`config.mk`:
```
export PLATFORM = sky130hd
export DESIGN_NAME = rr_arbiter_4
export DESIGN_NICKNAME = d
export VERILOG_FILES = /design/src/rtl/rr_arbiter_4.sv
export SDC_FILE = /design/constraint.sdc
export NUM_CORES = 1
export LEC_CHECK = 0
export CORE_MARGIN = 5
export CORE_UTILIZATION = 36
export CTS_CLUSTER_SIZE = 24
export DETAILED_ROUTE_END_ITERATION = 7
export SYNTH_ARGS = -nofsm -noshare
export SYNTH_HDL_FRONTEND = slang
export SYNTH_SLANG_ARGS = --single-unit
```
`constraint.sdc`:
```
create_clock -name clk -period 2.9 [get_ports clk]
set_input_delay 0.58 -clock clk [delete_from_list [all_inputs] [get_ports clk]]
set_output_delay 0.58 -clock clk [all_outputs]
set_load 0.02 [all_outputs]
```
`src/rtl/rr_arbiter_4.sv`:
```
// Round-robin arbiter for four requesters sharing one decoded resource.
// Registered one-hot grant, encoded select index, and a bounded hold counter that forces rotation.
module rr_arbiter_4 #(
  parameter int MAX_HOLD = 8
) (
  input  logic       clk,
  input  logic       rst_n,
  input  logic [3:0] req,
  output logic [3:0] gnt,
  output logic [1:0] gnt_idx,
  output logic       gnt_valid,
  output logic [3:0] hold_cnt
);

  typedef enum logic {IDLE, GRANT} state_e;

  localparam logic [3:0] HOLD_LAST = 4'(MAX_HOLD - 1);

  state_e     state_q, state_d;
  logic [1:0] ptr_q, ptr_d;
  logic [3:0] hold_q, hold_d;
  logic [1:0] win;
  logic       own_req;
  logic       others;

  // Scan ptr+4 down to ptr+1 so the last hit is the first set bit after ptr.
  always_comb begin
    win = ptr_q;
    for (int i = 4; i >= 1; i--) begin
      if (req[ptr_q + 2'(i)]) win = ptr_q + 2'(i);
    end
  end

  assign own_req = req[ptr_q];
  assign others  = |(req & ~(4'b0001 << ptr_q));

  always_ff @(posedge clk) begin
    if (!rst_n) begin
      state_q <= IDLE;
      ptr_q   <= 2'd3;
      hold_q  <= 4'd0;
    end else begin
      state_q <= state_d;
      ptr_q   <= ptr_d;
      hold_q  <= hold_d;
    end
  end

  always_comb begin
    state_d = state_q;
    ptr_d   = ptr_q;
    hold_d  = hold_q;
    unique case (state_q)
      IDLE: begin
        if (|req) begin
          state_d = GRANT;
          ptr_d   = win;
          hold_d  = 4'd0;
        end
      end
      GRANT: begin
        if (!own_req) begin
          hold_d = 4'd0;
          if (others) ptr_d = win;
          else        state_d = IDLE;
        end else if (hold_q == HOLD_LAST && others) begin
          ptr_d  = win;
          hold_d = 4'd0;
        end else if (hold_q != HOLD_LAST) begin
          hold_d = hold_q + 4'd1;
        end
      end
      default: state_d = IDLE;
    endcase
  end

  // Outputs decode from registered state only; idle forces everything to zero.
  always_comb begin
    gnt       = 4'b0000;
    gnt_idx   = 2'b00;
    gnt_valid = 1'b0;
    hold_cnt  = hold_q;
    if (state_q == GRANT) begin
      gnt       = 4'b0001 << ptr_q;
      gnt_idx   = ptr_q;
      gnt_valid = 1'b1;
    end
  end

endmodule

```
=== Word-level counts from Yosys, hierarchy flattened ===
Cells that the tools add are included.
Widths: inputs -> output; s select.

* $add $sub $neg: 4
* $lt $le $gt $ge: 4
* Eq/ne operators: 6
* Shift operators: 1
* Multiplexer cells: 28
* Bitwise logic cells: 3
* Reductions and logical operators: 5

{| class="wikitable"
|+ Operator list
! operator !! number
|-
| $mux 4 || 5
|-
| $mux 2 || 8
|-
| $lt 2x3->1 const B || 4
|-
| $bmux 1 s2 || 4
|-
| $mux 1 || 8
|-
| $pmux 4 s2 || 1
|-
| $reduce_or 4->1 || 2
|-
| $add 2x2->2 const B || 2
|-
| $add 4x1->4 const B || 1
|-
| $and 4x4->4 || 1
|-
| $eq 4x3->1 const B || 1
|-
| $ne 4x2->1 const B || 1
|-
| $ne 4x3->1 const B || 1
|-
| $not 4->4 || 1
|-
| $pmux 2 s2 || 1
|-
| $shl 1x2->4 const A || 1
|-
| $ne 3x1->1 const B || 1
|-
| $ne 3x2->1 const B || 1
|-
| $reduce_and 3->1 || 1
|-
| $add 2x1->2 const B || 1
|-
| $ne 2x2->1 const B || 1
|-
| $pmux 1 s2 || 1
|-
| $reduce_and 2->1 || 1
|-
| $logic_and 1x1->1 || 1
|-
| $not 1->1 || 1
|}

* Flip-flop bits (word level): 7
* Bits of input ports: 6
* Output and inout port bits: 11
* Logic and storage cells: 54

=== Logic depth before layout (Yosys ltp) ===
Gate-level depths: netlist (run 1).

* Depth in word-level cells: 9
* Mapped depth: 8
* Depth with buffers taken out: 7

=== Worst setup path before layout (run 1) ===
Ideal clock, no wire load.

* Kind: input-to-reg
* From: input port req[0]
* To: register ptr_q[1]
* Library setup time: 121 ps
* Data arrival time: 1,892 ps
* Required time: 2,779 ps
* Slack: 886 ps
* Stages: 6
* Cells stage by stage: clkbuf_2 > mux4_2 > nand3_2 > a21boi_4 > o2111ai_2 > mux2_4

* Word-level cells in the longest chain between the ends: 8

{| class="wikitable"
|+ Ends and longest elaborated chain
! element !! RTL line !! text
|-
| start: declaration || 8 || <nowiki>input logic [3:0] req,</nowiki>
|-
| $bmux 1 s2 || 30 || <nowiki>if (req[ptr_q + 2'(i)]) win = ptr_q + 2'(i);</nowiki>
|-
| $mux 1 (implied by the code) || 30 ||
|-
| $mux 2 (3 in a row) || 30 ||
|-
| $mux 2, on equally long branches || 64, 66 ||
|-
| $mux 2 || 62 || <nowiki>if (!own_req) begin</nowiki>
|-
| $pmux 2 s2 || 53 || <nowiki>unique case (state_q)</nowiki>
|-
| end signal: assignment || 44 || <nowiki>ptr_q <= ptr_d;</nowiki>
|-
| end: declaration || 20 || <nowiki>logic [1:0] ptr_q, ptr_d;</nowiki>
|}

Parallel ways exist; a longest one is shown, timed or not. The select of a mux whose other input is x is not followed.
A chain may end at the register's enable or synchronous reset.

=== Final worst setup path (run 1) ===
* From: register ptr_q[0]
* To: output port gnt[0]

* Word-level cells in the longest chain between the ends: 2

{| class="wikitable"
|+ Ends and longest elaborated chain
! element !! RTL line !! text
|-
| $shl 1x2->4 || 84 || <nowiki>gnt = 4'b0001 << ptr_q;</nowiki>
|-
| $mux 4 || 83 || <nowiki>if (state_q == GRANT) begin</nowiki>
|-
| end: declaration || 9 || <nowiki>output logic [3:0] gnt,</nowiki>
|}

No other way between the ends.

==> summary.txt, run 1 <==
Layout
  – Highest-count cells in the layout ignoring fill and taps: clkdlybuf4s50_1, dfxtp_1, and2_1
  – Fill cells: 205
  – Ant. Diodes: 0
  – Proportion of layout cells with a drive suffix above 1: 21.0%
  – Synth-to-Final Area Change: 27.3%
  – Design area: 950 um^2
  – Nets: 112
  – Commonest non-fill, non-tap cell in the layout: clkdlybuf4s50_1

Timing
  – Final setup fails: 0
  – Min Clock Period, post-route: 2.60 ns
  – Tcrit/Tclk final: 89.6%
  – Fin Setup TNS: 0 ns
  – Fin Clk Skew: 0.0101 ns
  – RSZ-0062 raised after global routing: no
  – Max-slew violations: 0
  – Final hold vios: 0
  – FMAX: 0.385 GHz
  – Worst hold margin: 0.498 ns
  – Measured slew at the worst slew-check pin: 0.521 ns
  – Worst setup margin: 0.301 ns
  – Rel. slew slack: 65.2%

Setup path
  – Depth of the worst register-to-register path: 6
  – Worst Path Required: 2.32 ns
  – Arrival time worst endpoint: 2.02 ns
  – Worst-path fanout max: 14
  – Critical path class: reg2out
  – Crit end category: output pin
  – Startpoint Class: flop

Logic synthesis
  – Syn_area_per_cell: 8.98 um^2
  – Top FF cell, synth: dfxtp_1
  – Synthesized area: 746 um^2
  – Warnings, synthesis: 0
  – Seq cells post-synth: 7
  – Cells after Synth: 83
  – Syn_nets: 94
  – Sequential area share after synthesis: 18.8%
  – Post-synth ARST share: 0%
  – Post-synth EDFFs: 0
  – Count of cell types in the netlist: 41

Hold path
  – Hold Path Depth: 2
  – Tightest Hold Check Type: reg2reg

Drt
  – WL per Instance: 13.8 um
  – Drt total wl: 1750 um
  – Antenna viol nets, final: 0
  – Via count: 701
  – DRC errors left: 0
  – DR pass1 iterations: 4
  – Drt initial violations: 18
  – Via density: 5.52

Die
  – DIE WIDTH: 55.5 um
  – Die height: 55.5 um
  – Die ar.: 3080 um^2
  – Cell Rows: 16
  – Starting Density: 38.0%
  – Core area: 1960 um^2
  – Num ports: 17

CTS
  – Clock Sinks: 7
  – Post_cts resized: 0
  – H-tree levels: 1
  – Reg clk slew, reported paths: 0.06 ns
  – Root Buffer: clkbuf_4
  – TritonCTS clock tree: built
  – Post-CTS setup buffer count: 0
  – Clock latency on the worst-skew pair: 0.25 ns
  – Max clock buf depth: 2
  – Hold-fix buffers, CTS: 0
  – TritonCTS Buffers: 3

Placed design
  – Dpl cell area: 922 um^2
  – HPWL after DPL: 1330 um
  – PortBufs: 16
  – GPL Wtd Cong: 0.740
  – Setup WS pre-CTS: 0.365 ns

Pwr
  – VDD IR max: 271 uV
  – Power per cell area: 669 nW/um^2
  – Combinational share of power: 62.5%
  – Lkg Pwr: 0.388 nW
  – Clock Power Share: 13.9%
  – Reg power frac: 23.5%
  – P_sw: 0.000282 W
  – Pint: 0.000354 W
  – Switching share of power: 44.3%

GRT
  – Largest net degree at the start of global routing: 15
  – Global-route wire length before repair: 2840 um
  – Antenna violations before repair: 0
  – GRT Total Usage: 11.3%
  – Grt ovf: 0
  – Vias in the first global route: 650

Status
  – Status: finished, final reports clean

Flow run
  – Max-cap violation count: 0
[final cells by class]
class,count,area [um^2],area share [%]
Multi-Input combinational cell,65,547,57.6
Timing Repair Buffer,19,183,19.2
Sequential cell,7,140,14.8
Tap cell,27,33.8,3.56
Clock buffer,3,22.5,2.37
Inverter,5,18.8,1.98
Clock inverter,1,5.00,0.527
[cells by family (layout without fill, tap and decap cells)]
kind of cell / count (synthesis) / in the layout / share of synthesized area (%)
flip-flops: 7 / 7 / 18.8
AND/OR/NAND/NOR: 32 / 32 / 27.9
AO/OA/AOI/OAI: 22 / 22 / 26.7
multiplexers: 6 / 6 / 10.4
buffers and inverters: 11 / 28 / 7.89
adder cells (fa/ha/maj): 5 / 5 / 8.39
[sequential cells by signal (all words and copies together) (netlist names)]
| name | count |
|---|---|
| state_q | 1 |
| ptr_q | 2 |
| hold_cnt | 4 |
[power by group through the flow]
stage | sequential, W | combinational [W] | clock (W)
after floorplan | 0.000136 | 0.000310 | 0
after global placement | 0.000151 | 0.000392 | 0
after detailed placement | 0.000151 | 0.000396 | 0
after CTS | 0.000149 | 0.000397 | 0.0000914
after global routing | 0.000155 | 0.000437 | 0.0000989
final | 0.000150 | 0.000397 | 0.0000885
[worst max-delay path, cell delays in order (launching register included)]
cell             delay (ns)
dfxtp_1                0.62
inv_1                  0.19
ha_1                   0.26
and2_1                 0.16
clkdlybuf4s50_1        0.53
[path summary, 6_finish.rpt]
| kind | from | end | slack [ns] |
|---|---|---|---|
| setup / recovery | ptr_q[0] | gnt[0] | 0.30 |
| setup reg to reg | ptr_q[0] | ptr_q[1] | 0.78 |
| hold reg to reg | hold_cnt[1] | hold_cnt[1] | 0.50 |
| hold / removal | hold_cnt[1] | hold_cnt[1] | 0.50 |
[per-layer routing]
layer	global-route usage (%)	vias to the layer above	share of wire, %
met5	0	-	0
met4	4.86	0	1.8
met3	4.66	4	7.4
met2	18.1	35	47
met1	13.2	317	44
li1	-	345	-
[per-stage QoR]
stage               std cells  utilization [%]  total power (W)
finish                    127             48.4         0.000636
global route              127             48.4         0.000690
CTS                       127             48.4         0.000638
detailed placement        123             47.0         0.000547
global placement          123             47.0         0.000543
floorplan                  83                -         0.000445
[cell usage after synthesis, types with 2 or more instances]
cell      n  area share [%]
buf_6     2             3.0
clkbuf_1  2             1.0
or4_1     2             2.0
nor2_1    2             1.0
nor4_1    2             1.7
ha_1      5             8.4
a22oi_1   2             2.0
nand2_1   3             1.5
mux2i_1   4             5.4
inv_1     5             2.5
dfxtp_1   7              19
o21ai_0   5             3.4
nor3_1    2             1.3
nor2b_1   3             2.5
or2_2     2             1.7
a21oi_1   4             2.7
a31oi_1   2             1.7
and2_1    6             5.0
Power figures use the tool's default switching activity.
==> run 2, diff against run 1 <==
- SLEW_MARGIN: default -> 20
==> results of run 2 <==
The final DEF is identical to that of run 1; final timing and power are the same.
==> edit 1 (config.mk and constraints of run 1) <==
Take the reset off `hold_q` and load it in a clocked block of its own.
--- a/src/rtl/rr_arbiter_4.sv
+++ b/src/rtl/rr_arbiter_4.sv
@@ -38,12 +38,14 @@
     if (!rst_n) begin
       state_q <= IDLE;
       ptr_q   <= 2'd3;
-      hold_q  <= 4'd0;
     end else begin
       state_q <= state_d;
       ptr_q   <= ptr_d;
-      hold_q  <= hold_d;
     end
+  end
+
+  always_ff @(posedge clk) begin
+    hold_q <= hold_d;
   end
 
   always_comb begin
Check against the original RTL: differs if rst_n is asserted again (counterexample within 4 cycles, from zero or initial values and one cycle with rst_n low); with rst_n held inactive, the same outputs for 10 cycles.
==> edit 1 against run 1 <==
  * Critical path depth did not move
  * Register-to-register slack worse by 0.03 ns
  * Sequential cell count did not move
  * Final area decreased by 8.8%
  * Total power down 10%
  * First-iteration DRC count down 17%
  * Area after synthesis shrank 15%
  * Wire length fell by 17%
  * Worst setup slack improved by 0.16 ns
  * Combinational power is 22% lower
  * Highest routed layer unchanged
==> edit 1: results <==
[worst_setup_path]
startpoint = ptr_q[1]
cp_max_fo = 9
cp.arrival_ns = 1.86
worstReg2RegEnd = ptr_q[0]
reg2reg_slack_ns = 0.75

[timing]
worst_clock_skew_ns = 0.00647
tightest_slew_ns = 0.437
max_freq_mhz = 410

[global_routing]
grt_pass1_wl_um = 2560
use_met1 = 0.157
grt_util_all_layers = 0.128
gr-usage-met2 = 0.199
grt_pass1_vias = 575
grt_util_met3 = 0.0372
grt_max_degree = 14

[finish]
final_nets = 107
stdcell_count = 120
drive_above_1_share = 0.126
fill_cells = 158

[synthesis]
yosys-top-cells-area = edfxtp_1 (19%), ha_1 (9.8%), dfxtp_1 (9.4%)
synth_edf_count = 4
syn_nets = 85
synth_mux_area_frac = 0.0825
yosysUniqueCellTypes = 32
synth_compound_area_frac = 0.173
yosysSeqAreaShare = 0.283
synth_xor_area_frac = 0.0275
ys.flop_type = edfxtp_1

[power_and_ir_drop]
leakagePower_uw = 0.000370
vdd_drop_max_v = 0.000330

[routing]
wl_per_cell_um = 12.0
via_per_inst = 4.94
dr.first_iter.drc_count = 15

[status]
status = finished clean

[placed_design]
finalWeightedCongestion = 0.829
place_ws_ns = 0.390
hpwl_um = 1160

[hold_path]
min-delay-start = hold_cnt[0]
==> edit 1: changes by cell type after synthesis, moves of 3 or more <==
cell / delta
nand3_1: +4
edfxtp_1: +4
nor2_1: +7
a21oi_1: -3
dfxtp_1: -4
==> edit 1: critical path, delay by kind of cell (launching register included) <==
kind | cells | cell delay [ns]
adders and majority gates | 1 | 0.23
buffers and inverters | 2 | 0.72
DFF | 1 | 0.52
and+or+nand+nor | 1 | 0.13
==> edit 1: routing by layer <==
layer | wire length (um) | share of wire
met1 | 629 | 0.44
met2 | 732 | 0.51
met3 | 58 | 0.040
met4 | 23 | 0.016
met5 | 0 | 0
==> edit 1: cell families (layout without fill, tap and decap cells) <==
family          count (synthesis)  after routing
fa+ha+maj                       5              5
mux                             4              4
simple gates                   33             33
buf+inv                         8             29
xor+xnor                        2              2
compound gates                 15             15
flops                           7              7
==> edit 1: worst min path at each step <==
stage                              to  slack, ns  cells past startpoint
after floorplan              ptr_q[0]       0.63                      3
after global placement    hold_cnt[0]       0.62                      1
after detailed placement  hold_cnt[3]       0.63                      2
after CTS                 hold_cnt[0]       0.64                      1
after global routing      hold_cnt[0]       0.65                      1
final                     hold_cnt[0]       0.63                      1
==> edit 1: cell type report <==
cell class	count	share of cell area
clock buffer	4	0.0303
inverter	5	0.0217
multi-input combinational	59	0.484
sequential	7	0.208
tap	25	0.0361
timing repair buffer	20	0.220
==> edit 1: stage by stage <==
stage	utilization	area, um2
6_report	0.507	866
5_1_grt	0.507	866
4_1_cts	0.507	866
3_5_place_dp	0.492	840
3_3_place_gp	0.492	840
2_1_floorplan	-	637
==> edit 1: power by group <==
group / switching (uW) / total [uW] / internal [uW] / leakage (uW)
clock: 38.3 / 91.0 / 52.7 / 0.0000150
combinational: 153 / 310 / 158 / 0.000282
sequential: 44.0 / 171 / 127 / 0.0000731
==> edit 2 (config.mk and constraints of run 1) <==
Without the edit above. `MAX_HOLD`: 8 -> 7.
--- a/src/rtl/rr_arbiter_4.sv
+++ b/src/rtl/rr_arbiter_4.sv
@@ -1,7 +1,7 @@
 // Round-robin arbiter for four requesters sharing one decoded resource.
 // Registered one-hot grant, encoded select index, and a bounded hold counter that forces rotation.
 module rr_arbiter_4 #(
-  parameter int MAX_HOLD = 8
+  parameter int MAX_HOLD = 7
 ) (
   input  logic       clk,
   input  logic       rst_n,
Function: changed (Yosys sat finds a counterexample within 10 cycles, from zero or initial values and one cycle with rst_n low).
==> edit 2 against run 1 <==
  * Wire length increased by 2.6%
  * Total power increased by 2.7%
  * Utilization decreased by 0.43 points
  * Combinational power increased by 5.3%
  * Sequential cell count unchanged
  * First-iteration DRC count decreased by 22%
  * Worst hold slack improved by 0.0086 ns
  * Final area increased by 0.13%
  * Area after synthesis increased by 1.5%
  * Worst setup slack improved by 0.043 ns
  * Critical endpoint unchanged
  * Largest cell class unchanged
==> edit 2: results <==
[finish]
post-route-cell-area_um2 = 951
fill_cells = 197
final_nets = 122
drive_above_1_share = 0.128

[worst_setup_path]
cp.arrival_ns = 1.98
cp-endpoint = gnt[0]
worstReg2RegEnd = ptr_q[0]
r2r_cells = 7
cp_max_fo = 11

[routing]
wl_per_cell_um = 13.2
met2_length_um = 868
wl_met1_um = 837
vias = 746
via_per_inst = 5.49
dr.first_iter.drc_count = 14
wl_met3_um = 83

[global_routing]
grt_pass1_vias = 739
grt_util_met3 = 0.0441
grt_pass1_wl_um = 3130
grt_max_degree = 17
grt_util_all_layers = 0.121
gr-usage-met2 = 0.203

[placed_design]
place_area_um2 = 925
hpwl_um = 1360
place_ws_ns = 0.276
placedCellCount = 132

[power_and_ir_drop]
leakagePower_uw = 0.000373
vdd_drop_max_v = 0.000467

[status]
status = finished clean

[timing]
worst_clock_skew_ns = 0.00360
tightest_slew_ns = 0.431

[synthesis]
yosys-top-cells-area = dfxtp_1 (19%), ha_1 (9.9%), a21oi_1 (4.0%)
synth.avg_cell_area_um2 = 8.14
synth.top_cells.by_count = dfxtp_1 (7), inv_1 (7), a21oi_1 (6), ha_1 (6), nand2_1 (6)
yosysUniqueCellTypes = 46
-- edit 2: cell count changes in the layout (fill, tap and decap cells not counted), moves of 3 or more --
cell	change
o21ai_0	-4
nand2_1	+3
nand2b_1	+3
nor2_1	+3
-- edit 2: critical path, cell delays in order (launching register included) --
cell and delay [ns]:
dfxtp_1 0.56, inv_1 0.25, ha_1 0.24, and2_1 0.13, clkdlybuf4s50_1 0.54
-- edit 2: cell families (layout without fill, tap and decap cells) --
| group | after synthesis | in the layout | synth area share |
|---|---|---|---|
| AO/OA/AOI/OAI | 27 | 27 | 0.274 |
| adder cells (fa/ha/maj) | 6 | 6 | 0.0992 |
| buffers and inverters | 13 | 29 | 0.0892 |
| flip-flops | 7 | 7 | 0.185 |
| multiplexers | 5 | 5 | 0.0843 |
| AND/OR/NAND/NOR | 35 | 35 | 0.268 |
-- edit 2: where the power goes --
part | internal [uW] | switching, uW | leakage (uW) | total [uW]
registers | 114 | 31.9 | 0.0000575 | 146
logic | 188 | 230 | 0.000300 | 418
clock network | 52.6 | 37.0 | 0.0000150 | 89.6
-- edit 2: how the worst min path moves through the flow --
stage	from	to	slack (ns)	cells past startpoint
floorplan	hold_cnt[3]	hold_cnt[3]	0.56	2
global route	hold_cnt[3]	hold_cnt[3]	0.53	2
detailed placement	hold_cnt[3]	hold_cnt[3]	0.50	2
CTS	hold_cnt[3]	hold_cnt[3]	0.51	2
global placement	hold_cnt[3]	hold_cnt[3]	0.49	2
finish	hold_cnt[3]	hold_cnt[3]	0.51	2
-- edit 2: final cells by class --
| type | instances | share of cell area |
|---|---|---|
| multi-input cells | 73 | 0.578 |
| repair buffers | 18 | 0.184 |
| flip-flops and latches | 7 | 0.147 |
| well taps | 27 | 0.0355 |
| clock buffers | 4 | 0.0276 |
| inverters | 7 | 0.0276 |
